[config.mk]
export PLATFORM = sky130hd
export DESIGN_NAME = core_ctrl_fsm_flat
export DESIGN_NICKNAME = d
export VERILOG_FILES = /design/src/rtl/core_ctrl_fsm_if.sv /design/src/rtl/core_ctrl_fsm.sv /design/src/flat_wrapper.sv
export SDC_FILE = /design/constraint.sdc
export NUM_CORES = 1
export LEC_CHECK = 0
export ABC_AREA = 1
export CAP_MARGIN = 20
export CORE_UTILIZATION = 60
export DETAILED_ROUTE_END_ITERATION = 6
export DONT_BUFFER_PORTS = 1
export PLACE_DENSITY_LB_ADDON = 0.3
export SKIP_CTS_REPAIR_TIMING = 1
export SYNTH_ARGS = -nofsm -noshare
export SYNTH_HDL_FRONTEND = slang
export SYNTH_SLANG_ARGS = --single-unit
[constraint.sdc]
create_clock -name clk -period 2.22 [get_ports clk]
set_clock_uncertainty 0.2 [all_clocks]
set_input_delay 0.222 -clock clk [delete_from_list [all_inputs] [get_ports clk]]
set_output_delay 0.222 -clock clk [all_outputs]
set_load 0.01 [all_outputs]
[src/rtl/core_ctrl_fsm_if.sv]
// Control/handshake bundle between the core control sequencer and the
// datapath/memory side: IR contents, memory handshake, datapath strobes,
// mux selects, trap flag and the visible state code.
interface core_ctrl_fsm_if;
   logic [31:0] instr;
   logic        mem_ready;
   logic        branch_taken;
   logic        mem_req;
   logic        mem_we;
   logic        mem_sel;
   logic        ir_load;
   logic        pc_write;
   logic [1:0]  pc_src;
   logic        alu_src_a;
   logic        alu_src_b;
   logic        rf_we;
   logic [1:0]  wb_sel;
   logic        trap;
   logic [2:0]  state;

   // Sequencer side: reads IR and handshake, drives strobes and selects
   modport master (
      input  instr, mem_ready, branch_taken,
      output mem_req, mem_we, mem_sel, ir_load, pc_write, pc_src,
             alu_src_a, alu_src_b, rf_we, wb_sel, trap, state
   );

   // Datapath/memory side
   modport slave (
      output instr, mem_ready, branch_taken,
      input  mem_req, mem_we, mem_sel, ir_load, pc_write, pc_src,
             alu_src_a, alu_src_b, rf_we, wb_sel, trap, state
   );
endinterface

[src/rtl/core_ctrl_fsm.sv]
// Multi-cycle RV32I control sequencer. Steps each instruction through
// FETCH/DECODE/EXEC/MEM/WB, drives datapath strobes and mux selects from the
// IR opcode, runs the shared memory handshake and traps on illegal opcodes or
// on a memory request that waits MEM_TIMEOUT cycles without mem_ready.
module core_ctrl_fsm #(
   parameter int unsigned MEM_TIMEOUT = 255
) (
   input logic             clk,
   input logic             rst_n,
   core_ctrl_fsm_if.master ctrl
);

   typedef enum logic [2:0] {
      FETCH  = 3'd0,
      DECODE = 3'd1,
      EXEC   = 3'd2,
      MEM    = 3'd3,
      WB     = 3'd4,
      BOOT   = 3'd5,
      TRAP   = 3'd7
   } state_t;

   localparam logic [6:0] OP_R      = 7'h33;
   localparam logic [6:0] OP_I      = 7'h13;
   localparam logic [6:0] OP_LOAD   = 7'h03;
   localparam logic [6:0] OP_STORE  = 7'h23;
   localparam logic [6:0] OP_BRANCH = 7'h63;
   localparam logic [6:0] OP_JAL    = 7'h6F;
   localparam logic [6:0] OP_JALR   = 7'h67;
   localparam logic [6:0] OP_LUI    = 7'h37;
   localparam logic [6:0] OP_AUIPC  = 7'h17;

   localparam int unsigned   CW        = $clog2(MEM_TIMEOUT + 1);
   localparam logic [CW-1:0] LAST_WAIT = CW'(MEM_TIMEOUT - 1);

   state_t        st;
   logic [CW-1:0] wait_cnt;
   logic          trap_q;

   logic [6:0] op;
   logic       is_r, is_i, is_load, is_store, is_branch;
   logic       is_jal, is_jalr, is_lui, is_auipc, is_legal;
   logic       unused_instr_bits;

   // Opcode classification from the IR
   always_comb begin
      op                = ctrl.instr[6:0];
      is_r              = (op == OP_R);
      is_i              = (op == OP_I);
      is_load           = (op == OP_LOAD);
      is_store          = (op == OP_STORE);
      is_branch         = (op == OP_BRANCH);
      is_jal            = (op == OP_JAL);
      is_jalr           = (op == OP_JALR);
      is_lui            = (op == OP_LUI);
      is_auipc          = (op == OP_AUIPC);
      is_legal          = is_r | is_i | is_load | is_store | is_branch |
                          is_jal | is_jalr | is_lui | is_auipc;
      unused_instr_bits = ^ctrl.instr[31:7];
   end

   // State register, memory wait counter and sticky trap flag
   always_ff @(posedge clk or negedge rst_n) begin
      if (!rst_n) begin
         st       <= BOOT;
         wait_cnt <= '0;
         trap_q   <= 1'b0;
      end else begin
         case (st)
            BOOT: begin
               st       <= FETCH;
               wait_cnt <= '0;
            end
            FETCH, MEM: begin
               // mem_ready in the last permitted wait cycle still wins over the timeout
               if (ctrl.mem_ready) begin
                  wait_cnt <= '0;
                  if (st == FETCH)
                     st <= DECODE;
                  else if (is_load)
                     st <= WB;
                  else
                     st <= FETCH;
               end else begin
                  wait_cnt <= wait_cnt + CW'(1'b1);
                  if (wait_cnt == LAST_WAIT) begin
                     st     <= TRAP;
                     trap_q <= 1'b1;
                  end
               end
            end
            DECODE: begin
               if (is_legal) begin
                  st <= EXEC;
               end else begin
                  st     <= TRAP;
                  trap_q <= 1'b1;
               end
            end
            EXEC: begin
               wait_cnt <= '0;
               if (is_load || is_store)
                  st <= MEM;
               else if (is_branch)
                  st <= FETCH;
               else
                  st <= WB;
            end
            WB: begin
               st       <= FETCH;
               wait_cnt <= '0;
            end
            TRAP: begin
               st     <= TRAP;
               trap_q <= 1'b1;
            end
            default: begin
               st     <= TRAP;
               trap_q <= 1'b1;
            end
         endcase
      end
   end

   // Strobes and selects decoded from state, opcode and mem_ready
   always_comb begin
      ctrl.mem_req   = 1'b0;
      ctrl.mem_we    = 1'b0;
      ctrl.mem_sel   = 1'b0;
      ctrl.ir_load   = 1'b0;
      ctrl.pc_write  = 1'b0;
      ctrl.pc_src    = 2'd0;
      ctrl.alu_src_a = 1'b0;
      ctrl.alu_src_b = 1'b0;
      ctrl.rf_we     = 1'b0;
      ctrl.wb_sel    = 2'd0;
      ctrl.trap      = trap_q;
      ctrl.state     = st;
      case (st)
         FETCH: begin
            ctrl.mem_req = 1'b1;
            ctrl.ir_load = ctrl.mem_ready;
         end
         EXEC: begin
            ctrl.alu_src_a = is_auipc;
            ctrl.alu_src_b = is_i | is_load | is_store | is_jalr | is_auipc;
            if (is_branch) begin
               ctrl.pc_write = 1'b1;
               ctrl.pc_src   = ctrl.branch_taken ? 2'd1 : 2'd0;
            end
         end
         MEM: begin
            ctrl.mem_req   = 1'b1;
            ctrl.mem_sel   = 1'b1;
            ctrl.mem_we    = is_store;
            ctrl.alu_src_a = is_auipc;
            ctrl.alu_src_b = is_i | is_load | is_store | is_jalr | is_auipc;
            if (ctrl.mem_ready && is_store)
               ctrl.pc_write = 1'b1;
         end
         WB: begin
            ctrl.rf_we    = 1'b1;
            ctrl.pc_write = 1'b1;
            if (is_load)
               ctrl.wb_sel = 2'd1;
            else if (is_jal || is_jalr)
               ctrl.wb_sel = 2'd2;
            else if (is_lui)
               ctrl.wb_sel = 2'd3;
            if (is_jal)
               ctrl.pc_src = 2'd1;
            else if (is_jalr)
               ctrl.pc_src = 2'd2;
         end
         default: begin
         end
      endcase
   end

endmodule

[src/flat_wrapper.sv]
// flat-port wrapper written by rule: the top's interface ports become plain ports
module core_ctrl_fsm_flat 
#(
   parameter int unsigned MEM_TIMEOUT = 255
)
  (clk, rst_n, ctrl_instr, ctrl_mem_ready, ctrl_branch_taken, ctrl_mem_req, ctrl_mem_we, ctrl_mem_sel, ctrl_ir_load, ctrl_pc_write, ctrl_pc_src, ctrl_alu_src_a, ctrl_alu_src_b, ctrl_rf_we, ctrl_wb_sel, ctrl_trap, ctrl_state);
  core_ctrl_fsm_if ctrl_i ();
  input logic clk;
  input logic rst_n;
  input wire logic [$bits(ctrl_i.instr)-1:0] ctrl_instr;
  input wire logic [$bits(ctrl_i.mem_ready)-1:0] ctrl_mem_ready;
  input wire logic [$bits(ctrl_i.branch_taken)-1:0] ctrl_branch_taken;
  output wire logic [$bits(ctrl_i.mem_req)-1:0] ctrl_mem_req;
  output wire logic [$bits(ctrl_i.mem_we)-1:0] ctrl_mem_we;
  output wire logic [$bits(ctrl_i.mem_sel)-1:0] ctrl_mem_sel;
  output wire logic [$bits(ctrl_i.ir_load)-1:0] ctrl_ir_load;
  output wire logic [$bits(ctrl_i.pc_write)-1:0] ctrl_pc_write;
  output wire logic [$bits(ctrl_i.pc_src)-1:0] ctrl_pc_src;
  output wire logic [$bits(ctrl_i.alu_src_a)-1:0] ctrl_alu_src_a;
  output wire logic [$bits(ctrl_i.alu_src_b)-1:0] ctrl_alu_src_b;
  output wire logic [$bits(ctrl_i.rf_we)-1:0] ctrl_rf_we;
  output wire logic [$bits(ctrl_i.wb_sel)-1:0] ctrl_wb_sel;
  output wire logic [$bits(ctrl_i.trap)-1:0] ctrl_trap;
  output wire logic [$bits(ctrl_i.state)-1:0] ctrl_state;
  assign ctrl_i.instr = ctrl_instr;
  assign ctrl_i.mem_ready = ctrl_mem_ready;
  assign ctrl_i.branch_taken = ctrl_branch_taken;
  assign ctrl_mem_req = ctrl_i.mem_req;
  assign ctrl_mem_we = ctrl_i.mem_we;
  assign ctrl_mem_sel = ctrl_i.mem_sel;
  assign ctrl_ir_load = ctrl_i.ir_load;
  assign ctrl_pc_write = ctrl_i.pc_write;
  assign ctrl_pc_src = ctrl_i.pc_src;
  assign ctrl_alu_src_a = ctrl_i.alu_src_a;
  assign ctrl_alu_src_b = ctrl_i.alu_src_b;
  assign ctrl_rf_we = ctrl_i.rf_we;
  assign ctrl_wb_sel = ctrl_i.wb_sel;
  assign ctrl_trap = ctrl_i.trap;
  assign ctrl_state = ctrl_i.state;
  core_ctrl_fsm #(.MEM_TIMEOUT(MEM_TIMEOUT)) u_core (.clk(clk), .rst_n(rst_n), .ctrl(ctrl_i));
endmodule
==> results of run 1 <==
[stage by stage]
step | cells | power [mW] | setup WS [ns]
final | 163 | 1.000 | 0.1093
after global routing | 163 | 1.080 | 0.04258
after CTS | 162 | 0.9963 | 0.1011
after detailed placement | 158 | 0.8262 | 0.4045
after global placement | 158 | 0.8062 | 0.4310
after floorplan | 143 | 0.7320 | 0.5322
[worst reg2reg max path, delay by kind of cell, from the launching register on]
kind                   cells  cell delay, ns
DFF                        1            0.51
and+or+nand+nor            7            0.80
buffers and inverters      1            0.10
[synthesized netlist by cell type]
| library cell | count | area, um2 |
|---|---|---|
| inv_1 | 22 | 82.58 |
| xor2_1 | 3 | 26.28 |
| nor2_1 | 24 | 90.09 |
| ha_1 | 2 | 25.02 |
| dfrtp_1 | 10 | 250.2 |
| nand3_4 | 1 | 17.52 |
| nor3_1 | 4 | 20.02 |
| dfstp_2 | 2 | 52.55 |
| nand2_4 | 2 | 22.52 |
| nand4_1 | 3 | 18.77 |
| o22ai_1 | 2 | 12.51 |
| o211ai_1 | 2 | 15.01 |
| nand2_1 | 31 | 116.4 |
| nor4_2 | 1 | 12.51 |
| a31oi_1 | 1 | 6.260 |
| a21oi_1 | 6 | 30.03 |
| o31ai_1 | 1 | 7.510 |
| nand3_1 | 11 | 55.05 |
| a21oi_2 | 1 | 8.760 |
| o21ai_0 | 6 | 30.03 |
| xnor2_1 | 1 | 8.760 |
| inv_2 | 2 | 7.510 |
| nand3b_1 | 1 | 7.510 |
| nand2_2 | 4 | 25.02 |
[cell type report]
class	count	area (um2)	area share, %
Inverter	24	90.09	8.889
Timing Repair Buffer	1	10.01	0.9877
Clock buffer	4	36.28	3.580
Multi-Input combinational cell	107	555.5	54.81
Tap cell	15	18.77	1.852
Sequential cell	12	302.8	29.88
[flip-flops by register name, summed over array words and instances (netlist names)]
register	count
u_core.ctrl.state	3
u_core.ctrl.trap	1
u_core.wait_cnt	8
[kinds of logic after synthesis]
logic type	share of synthesized area, %
AO/OA/AOI/OAI	11.61
buffers and inverters	9.499
XOR/XNOR	3.695
AND/OR/NAND/NOR	40.63
flip-flops	31.93
adder cells (fa/ha/maj)	2.638
[report_power, final]
group / leakage [nW] / internal (mW) / switching (mW)
clock: 0.0210 / 0.0998 / 0.0674
combinational: 0.312 / 0.145 / 0.323
sequential: 0.153 / 0.278 / 0.0866
[how the worst max path moves through the flow]
stage | endpoint | cells past startpoint | from | slack (ns)
5_1_grt | ctrl_pc_write | 4 | u_core.ctrl.state[0] | 0.04
6_report | ctrl_pc_write | 4 | u_core.ctrl.state[0] | 0.11
3_3_place_gp | ctrl_pc_write | 4 | u_core.ctrl.state[0] | 0.43
4_1_cts | ctrl_pc_write | 4 | u_core.ctrl.state[0] | 0.10
3_5_place_dp | ctrl_pc_write | 4 | u_core.ctrl.state[0] | 0.40
2_1_floorplan | ctrl_pc_write | 4 | u_core.ctrl.state[0] | 0.53
[metal layers]
layer | wire [um] | part of all wire, %
met5 | 0 | 0
met4 | 30 | 1.6
met3 | 178 | 9.5
met2 | 815 | 44
met1 | 843 | 45
[cell usage in the layout, fill, tap and decap left out]
| cell | n |
|---|---|
| xor2_1 | 3 |
| a31oi_1 | 1 |
| nand2_4 | 2 |
| dfrtp_1 | 10 |
| dfstp_2 | 2 |
| ha_1 | 2 |
| a21oi_2 | 1 |
| nor4_2 | 1 |
| a21oi_1 | 6 |
| clkbuf_8 | 1 |
| nand3_1 | 11 |
| nand2_1 | 31 |
| o22ai_1 | 2 |
| o31ai_1 | 1 |
| nand4_1 | 3 |
| nand3b_1 | 1 |
| nor2_1 | 24 |
| dlygate4sd3_1 | 1 |
| clkbuf_4 | 3 |
| nand3_4 | 1 |
| nand2_2 | 4 |
| o21ai_0 | 6 |
| o211ai_1 | 2 |
| inv_1 | 22 |
| inv_2 | 2 |
| xnor2_1 | 1 |
| nor3_1 | 4 |
==> summary.md, run 1 <==
| Metric | Value |
|---|---|
| WL final | `approximately 1.9 mm` |
| Final Util | `between 70% and 80%` |
| Port Buf Inserts | `0` |
| Pre-antenna DRT Iters | `4` |
| R2R Path End | `u_core.ctrl.state[1]` |
| Core ar. | `1383 um2` |
| Die height | `41.76 um` |
| Hold endpoint | `u_core.ctrl.state[0]` |
| Static Leak | `0.4866 nW` |
| CP arrival | `1.69 ns` |
| Sum Neg Setup Slack | `0 ns` |
| Placed cell areas | `967.2 um2` |
| Detail Route Antenna Nets | `0` |
| CP Launch Type | `flip-flop` |
| Finished Cell Area | `between 1000 and 1500 um2` |
| Fmax | `473.8 MHz` |
| Worst-Skew Late Latency | `approximately 0.27 ns` |
| Cell at the root of the clock tree | `clkbuf_4` |
| DP HPWL | `1.520 mm` |
| Grt ovf | `0` |
| Reg2Reg Launch Point | `u_core.ctrl.state[1]` |
| PwrDens | `roughly 1000 nW/um2` |
| CP endpoint kind | `primary output` |
| Die area | `~1700 um2` |
| Num CTS Buffers | `3` |
| Final Hold Viols | `0` |
| GR Layer Usage met2 | `37.50%` |
| Worst R2R Path Depth | `8` |
| Netlist Area Pre-Place | `around 950 um2` |
| Syn_nets | `181` |
| Final nets | `187` |
| Yosys Warn Count | `0` |
| Max VDD drop | `roughly 0.00042 V` |
| Final critical-path share of the clock period | `a little over nine tenths` |
| Status | `finished, final reports clean` |
| Vias in the first global route | `800` |
| Largest net degree at the start of global routing | `13` |
| H-tree Lvls | `1` |
| Critical Path RT | `1.80 ns` |
| Share of layout cells above drive strength 1 | `11.49%` |
| Max-slew violation count | `0` |
| CP cell instances | `nand3_4, nor4_2, nand2_1, nand2_1` |
| Syn avg cell area | `6.632 um2` |
| Rel. slew slack | `67.48%` |
| Initial antenna violation count | `0` |
| Clock transition at path regs | `approximately 0.07 ns` |
| Vias | `a little over 900` |
| Row count | `13` |
| Max-cap violations | `0` |
| Die X | `41.76 um` |
| CTS tree | `yes` |
| M3 GR Usage | `roughly 8.3%` |
| # setup viols final | `0` |
| CP peak stage delay | `between 0.6 and 0.7 ns` |
| Crit-path slowest cell | `dfstp_2` |
| Post-Synthesis Cells | `143` |
| Final min period | `2.111 ns` |
| Crit path max fanout | `6` |
| FF-to-FF setup slack | `0.50 ns` |
| Ports | `52` |
| DR WL/cell | `11.45 um` |
| Gr usage total | `between 20% and 30%` |
| Worst hold stages | `3` |
| CTS Buffer Depth | `2` |
| M1 GR Usage | `roughly 30%` |
| # diodes | `0` |
| GRT busiest layer | `met2` |
| Fill cell count | `111` |
| Sequential cell area fraction in the yosys report | `about a third` |
| Initial core utilization | `between 60% and 70%` |
| RD Place Congestion | `~0.84` |
| Initial drt markers | `32` |
| Clock sinks | `12` |
| Most frequent CP cell | `nand2_1` |
| Hold slack | `0.03727 ns` |
| Hold path startpoint | `ctrl_mem_ready` |
| Worst Setup Path Type | `flip-flop to primary output` |
| Residual DRC count | `0` |
| Worst-Margin Slew | `0.4861 ns` |
| Global-route wire length before repair | `3.194 mm` |
| Unrepaired setup endpoints after global routing | `false` |
| Cell family with most CP delay | `simple AND/OR/NAND/NOR gates` |
| Layout Area Growth over Synthesis | `6.860%` |
| HP Class | `input pin to flip-flop` |
| Worst Path Buf+Inv | `0` |
| Number of vias per cell | `5.571` |
| Synth cell types | `24` |
| Flops & latches, synth | `12` |
Note: power is estimated with default switching activity, not from simulation.
==> inputs of run 2 (changes only) <==
- ABC_AREA: 1 -> 0
- ABC_CLOCK_PERIOD_IN_PS: default -> 2220
==> run 2 against run 1 <==
Flip-flop and latch count unchanged. Non-clock buffer count increased by 9. Synthesized cell count down 15%. Via count increased by 7.0%. Sequential power shrank 39%. Hold slack got worse by 0.032 ns. Setup slack worse by 0.062 ns. First-iteration DRC count shrank 9.4%. Routed wire length rose by 24%. Clock power grew 7%.
==> summary.md, run 2 <==
| Metric | Value |
|---|---|
| Status | `finished, final reports clean` |
| Most frequent cells in the layout | `o21ai_0 (13), dfrtp_1 (10), nor2_1 (9)` |
| Most flop-heavy register | `u_core.wait_cnt` |
| Largest cells by area after synthesis | `dfrtp_1 (26%), o21ai_0 (6.7%), dfstp_2 (5.4%)` |
| Layout Area Growth over Synthesis | `11.01%` |
| Most common cell after layout, fill and taps aside | `o21ai_0` |
| Die area | `1794 um2 (+2.9%)` |
| Most used flip-flop cell after synthesis | `dfrtp_1` |
| DR WL/cell | `16.04 um (+40%)` |
| Synth top cells by count | `o21ai_0 (13), dfrtp_1 (10), nor2_1 (9)` |
| Crit path max fanout | `13 (+7)` |
| Die X | `42.36 um (+1.4%)` |
| Core ar. | `1506 um2 (+9.0%)` |
| Pre-antenna DRT Iters | `4 (unchanged)` |
| HP Class | `input pin to flip-flop` |
| Vias in the first global route | `847 (+5.9%)` |
| Clock transition at path regs | `0.08 ns (about the same)` |
| Post-synth top area share | `25.61% (-0.78 points)` |
| Syn_nets | `160 (-12%)` |
| Die height | `42.36 um (+1.4%)` |
| Netlist Area Pre-Place | `977.2 um2 (+3.0%)` |
| Post-synth EDFFs | `0 (unchanged)` |
| Worst-Margin Slew | `0.5442 ns (+0.05807 ns)` |
| Hold slack | `0.005263 ns (-0.03201 ns)` |
| Synth cell types | `41 (+71%)` |
| Initial antenna violation count | `0 (unchanged)` |
| Worst-Skew Late Latency | `0.28 ns (about the same)` |
| Sum Neg Setup Slack | `0 ns (unchanged)` |
| Num CTS Buffers | `3 (unchanged)` |
| Gr usage total | `26.87% (+2.8 points)` |
| Crit-path slowest cell | `dfstp_4` |
| Syn avg cell area | `8.010 um2 (+21%)` |
| Rel. slew slack | `63.60% (-3.9 points)` |
| CTS tree | `yes` |
| Max-cap violations | `0 (unchanged)` |
| Max-slew violation count | `0 (unchanged)` |
| Placed insts | `138 (-13%)` |
| Synth area leader | `dfrtp_1` |
| Share of layout cells above drive strength 1 | `14.84% (+3.4 points)` |
| CP cell instances | `inv_1, nor3_1, and3_1, a211o_1` |
| Post-Synthesis Cells | `122 (-15%)` |
| Clock sinks | `12 (unchanged)` |
| Number of flip-flops under the largest register name | `8 (unchanged)` |
| Final critical-path share of the clock period | `97.88% (+2.8 points)` |
| Flops & latches, synth | `12 (unchanged)` |
| Detail Route Antenna Nets | `0 (unchanged)` |
| Global-route wire length before repair | `3.684 mm (+15%)` |
| Initial drt markers | `29 (-9.4%)` |
| Finished Cell Area | `1085 um2 (+7.0%)` |
| Final Hold Viols | `0 (unchanged)` |
| Initial core utilization | `64.87% (-3.7 points)` |
| Ys async rst share | `100.0% (unchanged)` |
| H-tree Lvls | `1 (unchanged)` |
| WL final | `2.310 mm (+24%)` |
| # setup viols final | `0 (unchanged)` |
| Fmax | `460.2 MHz (-2.9%)` |
| Grt ovf | `0 (unchanged)` |
| Cell at the root of the clock tree | `clkbuf_4` |
| Count leader, synth | `o21ai_0` |
| Ports | `52 (unchanged)` |
| Sequential cell area fraction in the yosys report | `30.99% (-0.94 points)` |
| PwrDens | `391.9 nW/um2 (-60%)` |
| Final nets | `167 (-11%)` |
| CP peak stage delay | `0.73 ns (+0.10 ns)` |
| Largest net degree at the start of global routing | `14 (+1)` |
| CP endpoint kind | `primary output` |
| Final min period | `2.173 ns (+0.06225 ns)` |
| CTS Buffer Depth | `2 (unchanged)` |
| RD Place Congestion | `0.8413 (+0.56%)` |
| Static Leak | `0.4679 nW (-3.8%)` |
| Yosys Warn Count | `0 (unchanged)` |
| Vias | `972 (+7.0%)` |
| Worst Path Buf+Inv | `1 (+1)` |
| Critical Path RT | `1.80 ns (about the same)` |
| Final std cells w/o fill | `144 (-12%)` |
| CP Launch Type | `flip-flop` |
| Port Buf Inserts | `0 (unchanged)` |
| DP HPWL | `1.671 mm (+9.9%)` |
| Placed cell areas | `1013 um2 (+4.8%)` |
| Residual DRC count | `0 (unchanged)` |
| Worst Setup Path Type | `flip-flop to primary output` |
| Number of vias per cell | `6.750 (+21%)` |
| # diodes | `0 (unchanged)` |
| Cell family with most CP delay | `flip-flops` |
| Row count | `14 (+1)` |
| Max VDD drop | `0.0003070 V (-27%)` |
| CP arrival | `1.75 ns (+0.06 ns)` |
==> run 2: changes by cell type after synthesis, moves of 4 or more <==
cell,before,now
nand2_1,31,8
inv_1,22,6
nor2_1,24,9
o21ai_0,6,13
and3_1,0,5
buf_2,0,5
nand2_2,4,0
==> run 2: area by class of cell <==
class / count / area [um2]
multi-input combinational: 96 / 619.3
fill: 121 / 421.7
sequential: 12 / 306.5
timing repair buffer: 10 / 80.08
clock buffer: 4 / 36.28
inverter: 6 / 22.52
tap: 16 / 20.02
==> run 2: worst reg2reg max path, stage by stage, from the launching register on <==
cell and delay (ns):
dfstp_4 0.73, nor3b_1 0.34, o21a_1 0.25, a211oi_1 0.10
a211oi_1 0.23
==> run 2: final timing paths <==
check	slack (ns)	from	endpoint	depth (start not counted)
min reg2reg	0.30	u_core.wait_cnt[7]	u_core.wait_cnt[7]	1
max in group asynchronous	1.29	rst_n	u_core.ctrl.state[0]	1
max reg2reg	0.28	u_core.ctrl.state[0]	u_core.ctrl.state[0]	4
max	0.05	u_core.ctrl.state[0]	ctrl_pc_write	4
min in group asynchronous	0.16	rst_n	u_core.wait_cnt[4]	1
min	0.005	ctrl_instr[5]	u_core.ctrl.state[2]	3
==> run 2: per-layer routing <==
layer,GRT usage (%),vias to the layer above,wire length [um]
met3,6.466,2,154
met4,7.500,0,13
met5,0,-,0
met1,38.67,462,1036
met2,40.31,38,1105
li1,-,470,-
==> run 2: cell families after synthesis <==
family,after synthesis,share of synthesized area (%)
AND/OR/NAND/NOR,53,29.83
AO/OA/AOI/OAI,37,25.23
buffers and inverters,14,6.786
flip-flops,12,30.99
XOR/XNOR,2,2.561
multiplexers,2,2.049
adder cells (fa/ha/maj),2,2.560
==> run 2: through the flow <==
stage | power [mW] | setup WS, ns | utilization (%)
floorplan | 0.2478 | 0.1778 | -
global placement | 0.2438 | 0.3366 | 67.28
detailed placement | 0.2445 | 0.3001 | 67.28
CTS | 0.4195 | 0.03407 | 69.68
global route | 0.4427 | -0.05966 | 72.01
finish | 0.4251 | 0.04701 | 72.01
==> run 2: report_power, final <==
part	internal, mW	switching [mW]
Combinational	0.0114	0.0137
Clock	0.0998	0.0779
Sequential	0.220	0.00205
==> inputs of run 3 (changes only) <==
- SETUP_SLACK_MARGIN: default -> 0.05
==> run 3 against run 2 <==
Utilization is 0.33 points higher. Clock power about the same. Critical endpoint unchanged. Register-to-register slack improved by 0.02 ns. Hold slack is essentially flat. Combinational power is essentially flat. Cell count stayed put. Count of clock-buffer cells in the layout stayed put.
==> summary.md, run 3 (synthesized netlist as in run 2, its figures left out) <==
| Metric | Value |
|---|---|
| Initial drt markers | `28 (-3.4%)` |
| Sum Neg Setup Slack | `0 ns (unchanged)` |
| Vias in the first global route | `847 (unchanged)` |
| Worst-Margin Slew | `0.5388 ns (-0.005393 ns)` |
| Final min period | `2.131 ns (-0.04211 ns)` |
| Final std cells w/o fill | `144 (unchanged)` |
| Finished Cell Area | `1090 um2 (+0.46%)` |
| Grt ovf | `0 (unchanged)` |
| Setup WS post-layout | `0.08912 ns (+0.04211 ns)` |
| Row count | `14 (unchanged)` |
| Total Power | `425.3 uW (about the same)` |
| Die height | `42.36 um (unchanged)` |
| Final Hold Viols | `0 (unchanged)` |
| Placed insts | `138 (unchanged)` |
| Worst R2R Path Depth | `4 (unchanged)` |
| Clock sinks | `12 (unchanged)` |
| Rel. slew slack | `63.96% (+0.36 points)` |
| Initial core utilization | `64.87% (unchanged)` |
| Worst hold stages | `3 (unchanged)` |
| Unrepaired setup endpoints after global routing | `true` |
| Ports | `52 (unchanged)` |
| CTS Buffer Depth | `2 (unchanged)` |
| FF-to-FF setup slack | `0.30 ns (+0.02 ns)` |
| Most common cell after layout, fill and taps aside | `o21ai_0` |
| R2R Path End | `u_core.ctrl.state[0]` |
| Initial antenna violation count | `0 (unchanged)` |
| # diodes | `0 (unchanged)` |
| RD Place Congestion | `0.8413 (unchanged)` |
| Number of flip-flops under the largest register name | `8 (unchanged)` |
| Global-route wire length before repair | `3.684 mm (unchanged)` |
| Hold endpoint | `u_core.ctrl.state[2]` |
| Worst Path Buf+Inv | `1 (unchanged)` |
| HP Class | `input pin to flip-flop` |
| PwrDens | `390.2 nW/um2 (-0.43%)` |
| Max-cap violations | `0 (unchanged)` |
| Worst-Skew Late Latency | `0.28 ns (about the same)` |
| Vias | `976 (+0.41%)` |
| Reg2Reg Launch Point | `u_core.ctrl.state[0]` |
| Max VDD drop | `0.0003068 V (about the same)` |
| Core ar. | `1506 um2 (unchanged)` |
| Port Buf Inserts | `0 (unchanged)` |
| Critical Path RT | `1.80 ns (about the same)` |
| Fmax | `469.3 MHz (+2.0%)` |
| Crit-path slowest cell | `dfstp_4` |
| CP cell instances | `inv_1, nor3_2, and3_1, a211o_1` |
| Layout Area Growth over Synthesis | `11.52%` |
| Max-slew violation count | `0 (unchanged)` |
| Largest net degree at the start of global routing | `14 (unchanged)` |
| Hold slack | `0.005405 ns (+0.0001421 ns)` |
| Die X | `42.36 um (unchanged)` |
| Gr usage total | `26.87% (unchanged)` |
| Worst slack at placement | `0.3001 ns (unchanged)` |
| H-tree Lvls | `1 (unchanged)` |
| Cell family with most CP delay | `flip-flops` |
| Most flop-heavy register | `u_core.wait_cnt` |
| Clock transition at path regs | `0.08 ns (about the same)` |
| Static Leak | `0.4682 nW (about the same)` |
| Residual DRC count | `0 (unchanged)` |
| CP endpoint kind | `primary output` |
| Final nets | `167 (unchanged)` |
| DR WL/cell | `16.10 um (+0.35%)` |
| # setup viols final | `0 (unchanged)` |
| WL final | `2.318 mm (+0.35%)` |
| Cell at the root of the clock tree | `clkbuf_4` |
| Worst Setup Path Type | `flip-flop to primary output` |
| Final Util | `72.34% (+0.33 points)` |
| Fill cell count | `120 (-0.83%)` |
| CTS tree | `yes` |
| CP peak stage delay | `0.72 ns (about the same)` |
| Number of vias per cell | `6.778 (+0.41%)` |
| Final critical-path share of the clock period | `95.99% (-1.9 points)` |
| Placed cell areas | `1013 um2 (unchanged)` |
| CP Launch Type | `flip-flop` |
| Status | `finished, final reports clean` |
| Die area | `1794 um2 (unchanged)` |
| Num CTS Buffers | `3 (unchanged)` |
| Pre-antenna DRT Iters | `4 (unchanged)` |
| Crit path max fanout | `13 (unchanged)` |
| Most frequent cells in the layout | `o21ai_0 (13), dfrtp_1 (10), nor2_1 (9)` |
| CP arrival | `1.71 ns (-0.04 ns)` |
| Share of layout cells above drive strength 1 | `15.63% (+0.78 points)` |
| DP HPWL | `1.671 mm (unchanged)` |
| Hold path startpoint | `ctrl_instr[5]` |
| Detail Route Antenna Nets | `0 (unchanged)` |
==> run 3: cell types whose count changed in the layout (fill, tap and decap cells not counted) <==
cell    change
nor3_1      -1
nor3_2      +1
==> run 3: per-layer routing <==
metal / vias to the layer above / GRT usage, % / part of all wire [%]
met1: 456 / 38.67 / 44
met2: 46 / 40.31 / 48
met3: 5 / 6.466 / 6.8
met5: - / 0 / 0
li1: 469 / - / -
met4: 0 / 7.500 / 0.95
==> run 3: worst register-to-register path, delay by kind of cell (launching register included) <==
kind / cells / cell delay, ns
simple gates: 1 / 0.33
flops: 1 / 0.72
compound gates: 3 / 0.58
==> run 3: report_power, final <==
group          switching (mW)  internal (mW)  leakage, nW
clock network          0.0781         0.0998       0.0210
logic                  0.0136         0.0114        0.317
registers             0.00205          0.220        0.130
==> run 3: area by class of cell <==
cell class / count / area (um2) / area share, %
multi-input cells: 96 / 624.3 / 57.29
clock buffers: 4 / 36.28 / 3.329
repair buffers: 10 / 80.08 / 7.348
flip-flops and latches: 12 / 306.5 / 28.13
inverters: 6 / 22.52 / 2.067
well taps: 16 / 20.02 / 1.837
==> run 3: worst max-delay path by stage <==
stage	startpoint	to	depth (start not counted)
2_1_floorplan	u_core.ctrl.state[0]	ctrl_pc_write	5
3_3_place_gp	u_core.ctrl.state[0]	u_core.wait_cnt[5]	4
3_5_place_dp	u_core.ctrl.state[0]	u_core.wait_cnt[5]	4
4_1_cts	u_core.ctrl.state[1]	ctrl_pc_src[0]	4
5_1_grt	u_core.ctrl.state[1]	ctrl_pc_src[0]	4
6_report	u_core.ctrl.state[0]	ctrl_pc_write	4
